$ cat src/rtl/hazard_stall_ctrl_if.sv
// hazard_stall_ctrl_if
// Groups the ID/EX hazard inputs and the pipeline-control outputs of
// hazard_stall_ctrl into one bundle.
//   master : pipeline side; drives the hazard inputs and receives the controls
//   slave  : hazard_stall_ctrl; receives the hazard inputs and drives the controls
// Inputs : Rs1_i, Rs2_i, Rs1_used_i, Rs2_used_i, MemRead_EX_i, Rd_EX_i,
//          Mul_start_i, Branch_taken_i
// Outputs: PCWrite_o, IF_ID_Write_o, NoOp_o, Flush_o, Busy_o, Stall_cnt_o
interface hazard_stall_ctrl_if;
  logic [4:0]  Rs1_i;
  logic [4:0]  Rs2_i;
  logic        Rs1_used_i;
  logic        Rs2_used_i;
  logic        MemRead_EX_i;
  logic [4:0]  Rd_EX_i;
  logic        Mul_start_i;
  logic        Branch_taken_i;
  logic        PCWrite_o;
  logic        IF_ID_Write_o;
  logic        NoOp_o;
  logic        Flush_o;
  logic        Busy_o;
  logic [15:0] Stall_cnt_o;

  modport master (
    output Rs1_i, Rs2_i, Rs1_used_i, Rs2_used_i, MemRead_EX_i, Rd_EX_i,
           Mul_start_i, Branch_taken_i,
    input  PCWrite_o, IF_ID_Write_o, NoOp_o, Flush_o, Busy_o, Stall_cnt_o
  );

  modport slave (
    input  Rs1_i, Rs2_i, Rs1_used_i, Rs2_used_i, MemRead_EX_i, Rd_EX_i,
           Mul_start_i, Branch_taken_i,
    output PCWrite_o, IF_ID_Write_o, NoOp_o, Flush_o, Busy_o, Stall_cnt_o
  );
endinterface

$ cat src/rtl/hazard_stall_ctrl.sv
// hazard_stall_ctrl
// Pipeline hazard controller: detects load-use hazards between ID and EX,
// holds the front end while a multi-cycle multiply occupies EX, flushes
// IF/ID on a taken branch and keeps a saturating count of bubble cycles.
// Ports:
//   clk_i : clock, rising edge
//   rst_i : synchronous active-high reset
//   bus   : hazard_stall_ctrl_if.slave (hazard inputs, pipeline controls)
// Parameter:
//   MUL_LATENCY : EX multiply latency in cycles, 1..15
// Build option:
//   MUL_STALL_EN : when defined, multiply stall sequencing is included;
//                  when undefined, Mul_start_i is ignored and Busy_o is 0.
//
// state    | meaning
// ---------+-----------------------------------------------------------
// RUN      | normal issue; only load-use hazards stall
// MUL_BUSY | multiply occupying EX; front end held, bubbles inserted
module hazard_stall_ctrl #(
  parameter int unsigned MUL_LATENCY = 4
) (
  input logic                clk_i,
  input logic                rst_i,
  hazard_stall_ctrl_if.slave bus
);

  logic        load_use;
  logic        mul_busy;
  logic        stall;
  logic [15:0] stall_cnt_q, stall_cnt_d;

  always_comb begin
    load_use = bus.MemRead_EX_i && (bus.Rd_EX_i != 5'd0) &&
               ((bus.Rs1_used_i && (bus.Rs1_i == bus.Rd_EX_i)) ||
                (bus.Rs2_used_i && (bus.Rs2_i == bus.Rd_EX_i)));
  end

`ifdef MUL_STALL_EN
  typedef enum logic {RUN, MUL_BUSY} state_t;

  state_t     state_q, state_d;
  logic [3:0] mul_cnt_q, mul_cnt_d;

  always_comb begin
    state_d   = state_q;
    mul_cnt_d = mul_cnt_q;
    case (state_q)
      RUN: begin
        // A load-use bubble blocks issue; the multiply re-presents afterwards.
        if (bus.Mul_start_i && !load_use && (MUL_LATENCY > 1)) begin
          state_d   = MUL_BUSY;
          mul_cnt_d = 4'(MUL_LATENCY - 1);
        end
      end
      MUL_BUSY: begin
        mul_cnt_d = mul_cnt_q - 4'd1;
        if (mul_cnt_q == 4'd1) begin
          state_d = RUN;
        end
      end
      default: begin
        state_d   = RUN;
        mul_cnt_d = 4'd0;
      end
    endcase
  end

  always_ff @(posedge clk_i) begin
    if (rst_i) begin
      state_q   <= RUN;
      mul_cnt_q <= 4'd0;
    end else begin
      state_q   <= state_d;
      mul_cnt_q <= mul_cnt_d;
    end
  end

  assign mul_busy = (state_q == MUL_BUSY);
`else
  // Multiply sequencing compiled out; these inputs are intentionally unused.
  logic unused_mul;
  assign unused_mul = bus.Mul_start_i ^ (MUL_LATENCY == 0);
  assign mul_busy   = 1'b0;
`endif

  assign stall = load_use || mul_busy;

  always_comb begin
    bus.PCWrite_o     = !stall;
    bus.IF_ID_Write_o = !stall;
    bus.NoOp_o        = stall;
    bus.Flush_o       = !stall && bus.Branch_taken_i;
  end

  always_comb begin
    stall_cnt_d = stall_cnt_q;
    if (stall && (stall_cnt_q != 16'hFFFF)) begin
      stall_cnt_d = stall_cnt_q + 16'd1;
    end
  end

  always_ff @(posedge clk_i) begin
    if (rst_i) begin
      stall_cnt_q <= 16'd0;
    end else begin
      stall_cnt_q <= stall_cnt_d;
    end
  end

  assign bus.Busy_o      = mul_busy;
  assign bus.Stall_cnt_o = stall_cnt_q;

endmodule

$ cat src/flat_wrapper.sv
// flat-port wrapper written by rule: the top's interface ports become plain ports
module hazard_stall_ctrl_flat 
#(
  parameter int unsigned MUL_LATENCY = 4
)
  (clk_i, rst_i, bus_Rs1_i, bus_Rs2_i, bus_Rs1_used_i, bus_Rs2_used_i, bus_MemRead_EX_i, bus_Rd_EX_i, bus_Mul_start_i, bus_Branch_taken_i, bus_PCWrite_o, bus_IF_ID_Write_o, bus_NoOp_o, bus_Flush_o, bus_Busy_o, bus_Stall_cnt_o);
  hazard_stall_ctrl_if bus_i ();
  input logic clk_i;
  input logic rst_i;
  input wire logic [$bits(bus_i.Rs1_i)-1:0] bus_Rs1_i;
  input wire logic [$bits(bus_i.Rs2_i)-1:0] bus_Rs2_i;
  input wire logic [$bits(bus_i.Rs1_used_i)-1:0] bus_Rs1_used_i;
  input wire logic [$bits(bus_i.Rs2_used_i)-1:0] bus_Rs2_used_i;
  input wire logic [$bits(bus_i.MemRead_EX_i)-1:0] bus_MemRead_EX_i;
  input wire logic [$bits(bus_i.Rd_EX_i)-1:0] bus_Rd_EX_i;
  input wire logic [$bits(bus_i.Mul_start_i)-1:0] bus_Mul_start_i;
  input wire logic [$bits(bus_i.Branch_taken_i)-1:0] bus_Branch_taken_i;
  output wire logic [$bits(bus_i.PCWrite_o)-1:0] bus_PCWrite_o;
  output wire logic [$bits(bus_i.IF_ID_Write_o)-1:0] bus_IF_ID_Write_o;
  output wire logic [$bits(bus_i.NoOp_o)-1:0] bus_NoOp_o;
  output wire logic [$bits(bus_i.Flush_o)-1:0] bus_Flush_o;
  output wire logic [$bits(bus_i.Busy_o)-1:0] bus_Busy_o;
  output wire logic [$bits(bus_i.Stall_cnt_o)-1:0] bus_Stall_cnt_o;
  assign bus_i.Rs1_i = bus_Rs1_i;
  assign bus_i.Rs2_i = bus_Rs2_i;
  assign bus_i.Rs1_used_i = bus_Rs1_used_i;
  assign bus_i.Rs2_used_i = bus_Rs2_used_i;
  assign bus_i.MemRead_EX_i = bus_MemRead_EX_i;
  assign bus_i.Rd_EX_i = bus_Rd_EX_i;
  assign bus_i.Mul_start_i = bus_Mul_start_i;
  assign bus_i.Branch_taken_i = bus_Branch_taken_i;
  assign bus_PCWrite_o = bus_i.PCWrite_o;
  assign bus_IF_ID_Write_o = bus_i.IF_ID_Write_o;
  assign bus_NoOp_o = bus_i.NoOp_o;
  assign bus_Flush_o = bus_i.Flush_o;
  assign bus_Busy_o = bus_i.Busy_o;
  assign bus_Stall_cnt_o = bus_i.Stall_cnt_o;
  hazard_stall_ctrl #(.MUL_LATENCY(MUL_LATENCY)) u_core (.clk_i(clk_i), .rst_i(rst_i), .bus(bus_i));
endmodule
$ cat config.mk
export PLATFORM = sky130hd
export DESIGN_NAME = hazard_stall_ctrl_flat
export DESIGN_NICKNAME = d
export VERILOG_FILES = /design/src/rtl/hazard_stall_ctrl_if.sv /design/src/rtl/hazard_stall_ctrl.sv /design/src/flat_wrapper.sv
export SDC_FILE = /design/constraint.sdc
export NUM_CORES = 1
export LEC_CHECK = 0
export BUFFER_PORTS_ARGS = -buffer_cell sky130_fd_sc_hd__buf_4
export CAP_MARGIN = 20
export CORE_MARGIN = 5
export CORE_UTILIZATION = 30
export DETAILED_ROUTE_END_ITERATION = 7
export HOLD_SLACK_MARGIN = 0.02
export SYNTH_ARGS = -nofsm -noshare
export SYNTH_HDL_FRONTEND = slang
export SYNTH_SLANG_ARGS = --single-unit
$ cat constraint.sdc
create_clock -name clk_i -period 4.9 [get_ports clk_i]
set_input_delay 0.98 -clock clk_i [delete_from_list [all_inputs] [get_ports clk_i]]
set_output_delay 0.98 -clock clk_i [all_outputs]
set_load 0.005 [all_outputs]
# Yosys cells after proc, flatten, opt, wreduce, memory -nomap -nowiden
# Index checks and enable logic that the tools add are counted.
# totals
ff_bits	16
in_bits	22
word_cells	14
# op_classes
addsub	1
n_eq_ne	3
n_reduce_logical	9
# op_table
operator	count
adder 16 x 1 -> 16 bit (second input constant)	1
inequality test 16 bit (second input constant)	1
== test 5 bit	2
logical AND 1 bit	6
nonzero test 5 bit	1
zero test 1 bit	1
logical OR 1 bit	1

# Depth between registers and ports, before layout
# Gate-level depths: netlist of the first run.
# logic_depth
depth_word	6
ltp_mapped	7

# Worst setup path before layout of the first run
# Ideal clock, no wire load.
# synth_timing
path_type	input to output
from	input port bus_Rd_EX_i[0]
to	output port bus_PCWrite_o
t_arrival_ns	2.228
t_required_ns	3.920
setup_slack_ns	1.692
path_stages	6
n_path_buf	2
path_cell_list	or4_1 o21a_1 clkbuf_1 nor2b_1 inv_1 buf_4
# synth_via
elab_chain_cells	5
elab_cells_between_ends	9
# synth_rtl
element	line_no	rtl
from (decl)	flat_wrapper.sv:15	input wire logic [$bits(bus_i.Rd_EX_i)-1:0] bus_Rd_EX_i;
== test 5 bit, on equally long branches	hazard_stall_ctrl.sv:34, hazard_stall_ctrl.sv:35	
logical AND 1 bit, on equally long branches	hazard_stall_ctrl.sv:34, hazard_stall_ctrl.sv:35	
logical OR 1 bit	hazard_stall_ctrl.sv:34	((bus.Rs1_used_i && (bus.Rs1_i == bus.Rd_EX_i)) ||
logical AND 1 bit *	hazard_stall_ctrl.sv:33	load_use = bus.MemRead_EX_i && (bus.Rd_EX_i != 5'd0) &&
named net bus_NoOp_o	flat_wrapper.sv:20	output wire logic [$bits(bus_i.NoOp_o)-1:0] bus_NoOp_o;
zero test 1 bit *	n/a	
to (decl)	flat_wrapper.sv:18	output wire logic [$bits(bus_i.PCWrite_o)-1:0] bus_PCWrite_o;
# The timed path passes the listed nets; every way through them passes the cells marked *.

# Worst setup path in the final report of the first run
# layout_timing
from	input port bus_Rd_EX_i[0]
to	output port bus_Flush_o
# layout_via
elab_chain_cells	6
elab_cells_between_ends	10
# layout_rtl
element	line_no	rtl
== test 5 bit, on equally long branches	hazard_stall_ctrl.sv:34, hazard_stall_ctrl.sv:35	
logical AND 1 bit, on equally long branches	hazard_stall_ctrl.sv:34, hazard_stall_ctrl.sv:35	
logical OR 1 bit	hazard_stall_ctrl.sv:34	
logical AND 1 bit *	hazard_stall_ctrl.sv:33	
zero test 1 bit *	hazard_stall_ctrl.sv:92	bus.Flush_o = !stall && bus.Branch_taken_i;
logical AND 1 bit *	hazard_stall_ctrl.sv:92	
to (decl)	flat_wrapper.sv:21	output wire logic [$bits(bus_i.Flush_o)-1:0] bus_Flush_o;
# Every way passes the cells marked *; elsewhere a longest branch is shown, timed or not.

==> results.md, run 1 <==
- Yosys warns: 0
- I/O Pins: 43
- Post-synthesis sequential element count: 16
- Via count: 1108
- HPWL after DPL: 2110 um
- Critical path fanouts, max: 11
- Crit-path cells: buf_4 -> or4_1 -> o21a_1 -> nor2b_1 -> nor2b_1 -> buf_4
- Synth Flop Type: dfxtp_1
- Netlist Area Pre-Place: 1000 um^2
- Post-Layout Cell Count: 209
- Largest net degree at the start of global routing: 32
- Ys async rst share: 0%
- Outcome: finished clean
- Core area: 3280 um^2
- P&R area growth vs syn: 33.5%
- Vias per cell: 5.30
- H-tree depth reported by CTS: 1
- Worst Setup Start Kind: input port
- Drc violations: 0
- Min cycle time layout: 3390 ps
- WL per Instance: 13.5 um
- Clk buf depth: 2
- Nets: 188
- Fraction of layout cells with a size suffix above 1: 27.6%
- Most common cell in the synthesized netlist: dfxtp_1
- CP max-delay cell: or4_1
- Post-route ant nets: 0
- Via count of the first global-routing pass: 1003
- Pwr/cell area: 176 nW/um^2
- # diodes: 0
- I/O Buffers: 40
- CP Class: in2out
- Hold WS: 514 ps
- Die Area: 4610 um^2
- Syn_nets: 151
- Largest area contributor in the netlist: dfxtp_1
- Hold crit path type: reg2reg
- Initial antenna violation count: 0
- Crit end category: output pin
- CTS tree: yes
- WL final: 2820 um
- Leakage power: 0.500 nW
- Dominant cells by area after synthesis: dfxtp_1 (32%), a21oi_1 (7.0%), xor2_1 (7.0%), or3_1 (6.2%), o21ai_0 (5.5%)
- Final Util: 40.8%
- Congestion Overflow GR: 0
- Max Cap Viol: 0
- Die X: 67.9 um
- Die H: 67.9 um
- Crit path arrival time: 2410 ps
- Cts bufs inserted: 3
- RSZ-0062 raised after global routing: no
- First-pass GRT wire length: 4420 um
- Placed cells: 206
- Hold-fix buffers at CTS: 0
- Root buffer cell: clkbuf_4
- Clock skew: 2.39 ps
- Endpoints failing setup: 0
- Filler cell count: 357
- Multi-input logic area: 622 um^2
- Max reg flops: 16
- Crit share post-route: 69.2%
- Register Area: 320 um^2
- Unique masters post-synth: 31
- Clk sinks: 16
- Synth Instances: 128
- Post-synth top cells: dfxtp_1 (16), a21oi_1 (14), o21ai_0 (11)
- Total negative slack: 0 ps
- Highest Clock Rate: 0.295 GHz
- Seq/Total Area, Yosys: 31.9%
- Syn_area_per_cell: 7.85 um^2
- Slew Limit Fails: 0
- Setup Fix Bufs, Post-CTS: 0
- 1st-iter DRT viols: 26
- GPL Wtd Cong: 0.718
- Post-synth EDFFs: 0
- Share of the synthesized area in the top cell type: 31.9%
- Total GRT Usage: 12.2%
- CTS clk-pin slew, worst paths: 100 ps
- Starting density of the core: 30.6%
- Drt pass-1 iters: 4
- Core Rows: 21
- PostCTS Resize Cnt: 0
- Crit-path max cell delay: 510 ps
- Hold Fails Final Rpt: 0
- Later-pin clock latency in the skew report: 290 ps
- Required time worst endpoint: 3920 ps
- Peak supply drop: 0.0000987 V
## logic make-up (layout without fill, tap and decap cells)
| group | after synthesis | in the layout | share of synthesized area [%] |
|---|---|---|---|
| mux | 2 | 2 | 2.24 |
| compound gates | 30 | 30 | 16.3 |
| flops | 16 | 16 | 31.9 |
| simple gates | 56 | 56 | 33.0 |
| buf+inv | 12 | 47 | 6.23 |
| xor+xnor | 10 | 10 | 8.72 |
| other cells | 1 | 1 | 0.373 |
| fa+ha+maj | 1 | 1 | 1.25 |
## layout make-up
cell class,count,share of cell area [%]
multi-input combinational,100,46.4
sequential,16,23.9
timing repair buffer,41,22.9
tap,46,4.29
clock buffer,3,1.68
inverter,3,0.840
## stage by stage
step,power [mW],setup WS (ps),area (um^2)
finish,0.236,1510,1340
global route,0.247,1380,1340
CTS,0.238,1500,1340
detailed placement,0.167,1500,1320
global placement,0.166,1500,1320
floorplan,0.149,1690,1000
## cells in the final DEF, fill, tap and decap left out, types with 4 or more instances in the layout
| master | n |
|---|---|
| nand4_1 | 8 |
| dfxtp_1 | 16 |
| and3_1 | 4 |
| nor4_1 | 5 |
| nor2_1 | 5 |
| o21ai_0 | 11 |
| or3_1 | 10 |
| or4_1 | 6 |
| xor2_1 | 8 |
| nand3_1 | 8 |
| buf_4 | 41 |
| a21oi_1 | 14 |
## power by group
part | internal [mW] | switching, mW | total (mW)
registers | 0.130 | 0.000271 | 0.130
logic | 0.0177 | 0.0158 | 0.0335
clock network | 0.0286 | 0.0434 | 0.0720
total | 0.176 | 0.0595 | 0.236
## per-layer routing
metal	wire (um)	share of wire, %	GRT usage (%)	vias to the layer above
met4	36	1.3	4.47	0
li1	-	-	-	548
met3	229	8.1	2.13	5
met2	1380	49	22.5	29
met5	0	0	0	-
met1	1170	42	14.0	526
## worst max-delay path, delay by kind of cell
kind,cells,cell delay [ps]
simple gates,3,860
buf+inv,2,250
compound gates,1,330
## final timing paths
path                              startpoint                          to  slack (ps)  cells past startpoint
setup / recovery              bus_Rd_EX_i[0]                 bus_Flush_o        1510                      6
hold / removal    u_core.bus.Stall_cnt_o[15]  u_core.bus.Stall_cnt_o[15]         510                      2
setup reg to reg   u_core.bus.Stall_cnt_o[0]   u_core.bus.Stall_cnt_o[8]        2600                      6
hold reg to reg   u_core.bus.Stall_cnt_o[15]  u_core.bus.Stall_cnt_o[15]         510                      2
Note: power is estimated with default switching activity, not from simulation.
==> inputs of run 2 (changes only) <==
- ABC_AREA: unset -> 1
- clock period: 4.9 -> 3 ns (I/O delays scaled with it)
==> run 2 against run 1 <==
  * Non-clock buffer count is the same
  * Register-to-register slack got worse by 1400 ps
  * Clock power increased to 2.7 times the previous value
  * Flip-flop and latch count unchanged
  * Via count up 31%
  * Global-route usage is 0.68 points lower
  * Critical path depth is 3 higher
  * Combinational power increased by 110%
  * Sequential power grew 65%
  * Final cell count rose by 56%
  * Highest routed layer unchanged
==> results.md, run 2 <==
- Post-route ant nets: 0
- Sequential power share: 44.4%
- GRT met1 Usage: 14.7%
- WL final: 3250 um
- Clock skew: 6.63 ps
- Total GRT Usage: 11.5%
- Die Area: 5850 um^2
- Filler cell count: 498
- Clk pwr share: 41.0%
- Drc violations: 0
- Worst r2r path cells: 10
- Post-synthesis sequential element count: 16
- Peak supply drop: 0.0000893 V
- I/O Buffers: 40
- Post-Layout Cell Count: 327
- Most common cell in the synthesized netlist: nand2_1
- Worst Path Buf+Inv: 5
- Nets: 299
- Drt pass-1 iters: 4
- Commonest non-fill, non-tap cells in the layout: nand2_1 (73), buf_4 (41), nor2_1 (39)
- Fin worst setup slack: 702 ps
- PostCTS Resize Cnt: 0
- Clk buf depth: 2
- Net Sw Frac: 25.1%
- CP max-delay cell: inv_2
- Pwr/cell area: 285 nW/um^2
- Crit-path max cell delay: 200 ps
- Cts bufs inserted: 3
- H-tree depth reported by CTS: 1
- Crit path arrival time: 1700 ps
- Netlist Area Pre-Place: 1330 um^2
- RSZ-0062 raised after global routing: no
- P&R area growth vs syn: 28.1%
- Max reg flops: 16
- 1st-iter DRT viols: 60
- CTS clk-pin slew, worst paths: 70 ps
- Register Area: 320 um^2
- Max Cap Viol: 0
- Pre-CTS setup slack: 674 ps
- Largest area contributor in the netlist: dfxtp_1
- Hold Fails Final Rpt: 0
- PnR Total Power: 0.484 mW
- Syn_nets: 261
- Leakage power: 0.853 nW
- Internal power: 0.362 mW
- Hold depth: 4
- Congestion Overflow GR: 0
- Via count of the first global-routing pass: 1333
- Most common cell after layout, fill and taps aside: nand2_1
- Share of the synthesized area in the top cell type: 24.2%
- I/O Pins: 43
- Worst R2R Setup Slack: 1160 ps
- Combinational Power Share: 14.6%
- Required time worst endpoint: 2400 ps
- Final Instance Area: 1700 um^2
- Seq/Total Area, Yosys: 24.2%
- WL per Instance: 9.95 um
- Core area: 4320 um^2
- Post-synth EDFFs: 0
- CP top delay family: buffers and inverters
- Fraction of layout cells with a size suffix above 1: 24.4%
- Crit share post-route: 76.6%
- Crit-path cells: buf_4 -> inv_2 -> nand4_1 -> o21ai_1 -> inv_2 -> nand2_1 -> inv_1 -> nor2_1 -> buf_4
- Dominant cells by area after synthesis: dfxtp_1 (24%), nand2_1 (21%), nor2_1 (11%), inv_1 (9.3%), nand4_1 (9.0%)
- Highest Clock Rate: 0.435 GHz
- Synth Instances: 238
- Syn_area_per_cell: 5.57 um^2
- HPWL after DPL: 2510 um
- Outcome: finished clean
- Post-synth top cells: nand2_1 (73), nor2_1 (39), inv_1 (33)
- Setup Fix Bufs, Post-CTS: 0
- CTS tree: yes
- Ys async rst share: 0%
- First-pass GRT wire length: 5800 um
- Net Switching: 0.122 mW
- Crit end category: output pin
- Min cycle time layout: 2300 ps
- Root buffer cell: clkbuf_8
- Critical path fanouts, max: 28
- Later-pin clock latency in the skew report: 260 ps
- Clk sinks: 16
- Die X: 76.5 um
- Initial antenna violation count: 0
- GR Util met3: 3.55%
- Hold crit path type: reg2reg
- Final Util: 39.3%
- Multi-input logic area: 797 um^2
- Vias per cell: 4.45
- # diodes: 0
- Crit. path cell count: 9
- GPL Wtd Cong: 0.775
- Largest net degree at the start of global routing: 29
- Starting density of the core: 30.7%
- Die H: 76.5 um
- Placed cells: 323
- Core Rows: 24
- Worst Setup Start Kind: input port
- Synth Flop Type: dfxtp_1
- Endpoints failing setup: 0
- Slew Limit Fails: 0
- GR peak layer: met2
- Yosys warns: 0
- Via count: 1455
- Total negative slack: 0 ps
- Hold-fix buffers at CTS: 0
- Placed inst area: 1640 um^2
- CP Class: in2out
- Hold WS: 556 ps
- Met2 Resource Use GR: 19.3%
- Unique masters post-synth: 22
run 2: worst register-to-register path: stages (launching register included):
cell,delay [ps]
dfxtp_1,390
ha_1,220
nand2_1,110
nor2_4,160
nand3_2,120
nor2_4,330
inv_2,70
nand3_1,170
nand2_1,80
nand2_1,60
nor2_1,40
run 2: per-layer routing:
metal	share of wire (%)	vias up	routed length, um
met5	0	-	0
met4	0.46	0	15
met2	48	26	1560
met3	5.3	2	174
li1	-	803	-
met1	46	624	1510
run 2: cell type report:
| class | instances | area share (%) |
|---|---|---|
| sequential | 16 | 18.9 |
| timing repair buffer | 41 | 18.1 |
| multi-input combinational | 173 | 46.9 |
| inverter | 41 | 9.06 |
| tap | 52 | 3.83 |
| clock buffer | 4 | 3.24 |
run 2: path summary, 6_finish.rpt:
path | startpoint | end
worst min-delay path | u_core.bus.Stall_cnt_o[1] | u_core.bus.Stall_cnt_o[1]
worst min register to register | u_core.bus.Stall_cnt_o[1] | u_core.bus.Stall_cnt_o[1]
worst max register to register | u_core.bus.Stall_cnt_o[0] | u_core.bus.Stall_cnt_o[0]
worst max-delay path | bus_Rd_EX_i[2] | bus_Flush_o
run 2: cell families (layout without fill, tap and decap cells):
family,after synthesis,after routing,share of synthesized area [%]
AO/OA/AOI/OAI,2,2,0.754
other,1,1,0.283
XOR/XNOR,1,1,0.660
AND/OR/NAND/NOR,168,168,57.5
flip-flops,16,16,24.2
adder cells (fa/ha/maj),1,1,0.943
buffers and inverters,49,86,15.8
run 2: power groups by stage:
stage	Combinational (mW)	Sequential (mW)	Clock, mW
global placement	0.0710	0.220	0
floorplan	0.0384	0.220	0
CTS	0.0716	0.215	0.207
detailed placement	0.0714	0.220	0
finish	0.0707	0.215	0.198
global route	0.0814	0.215	0.218
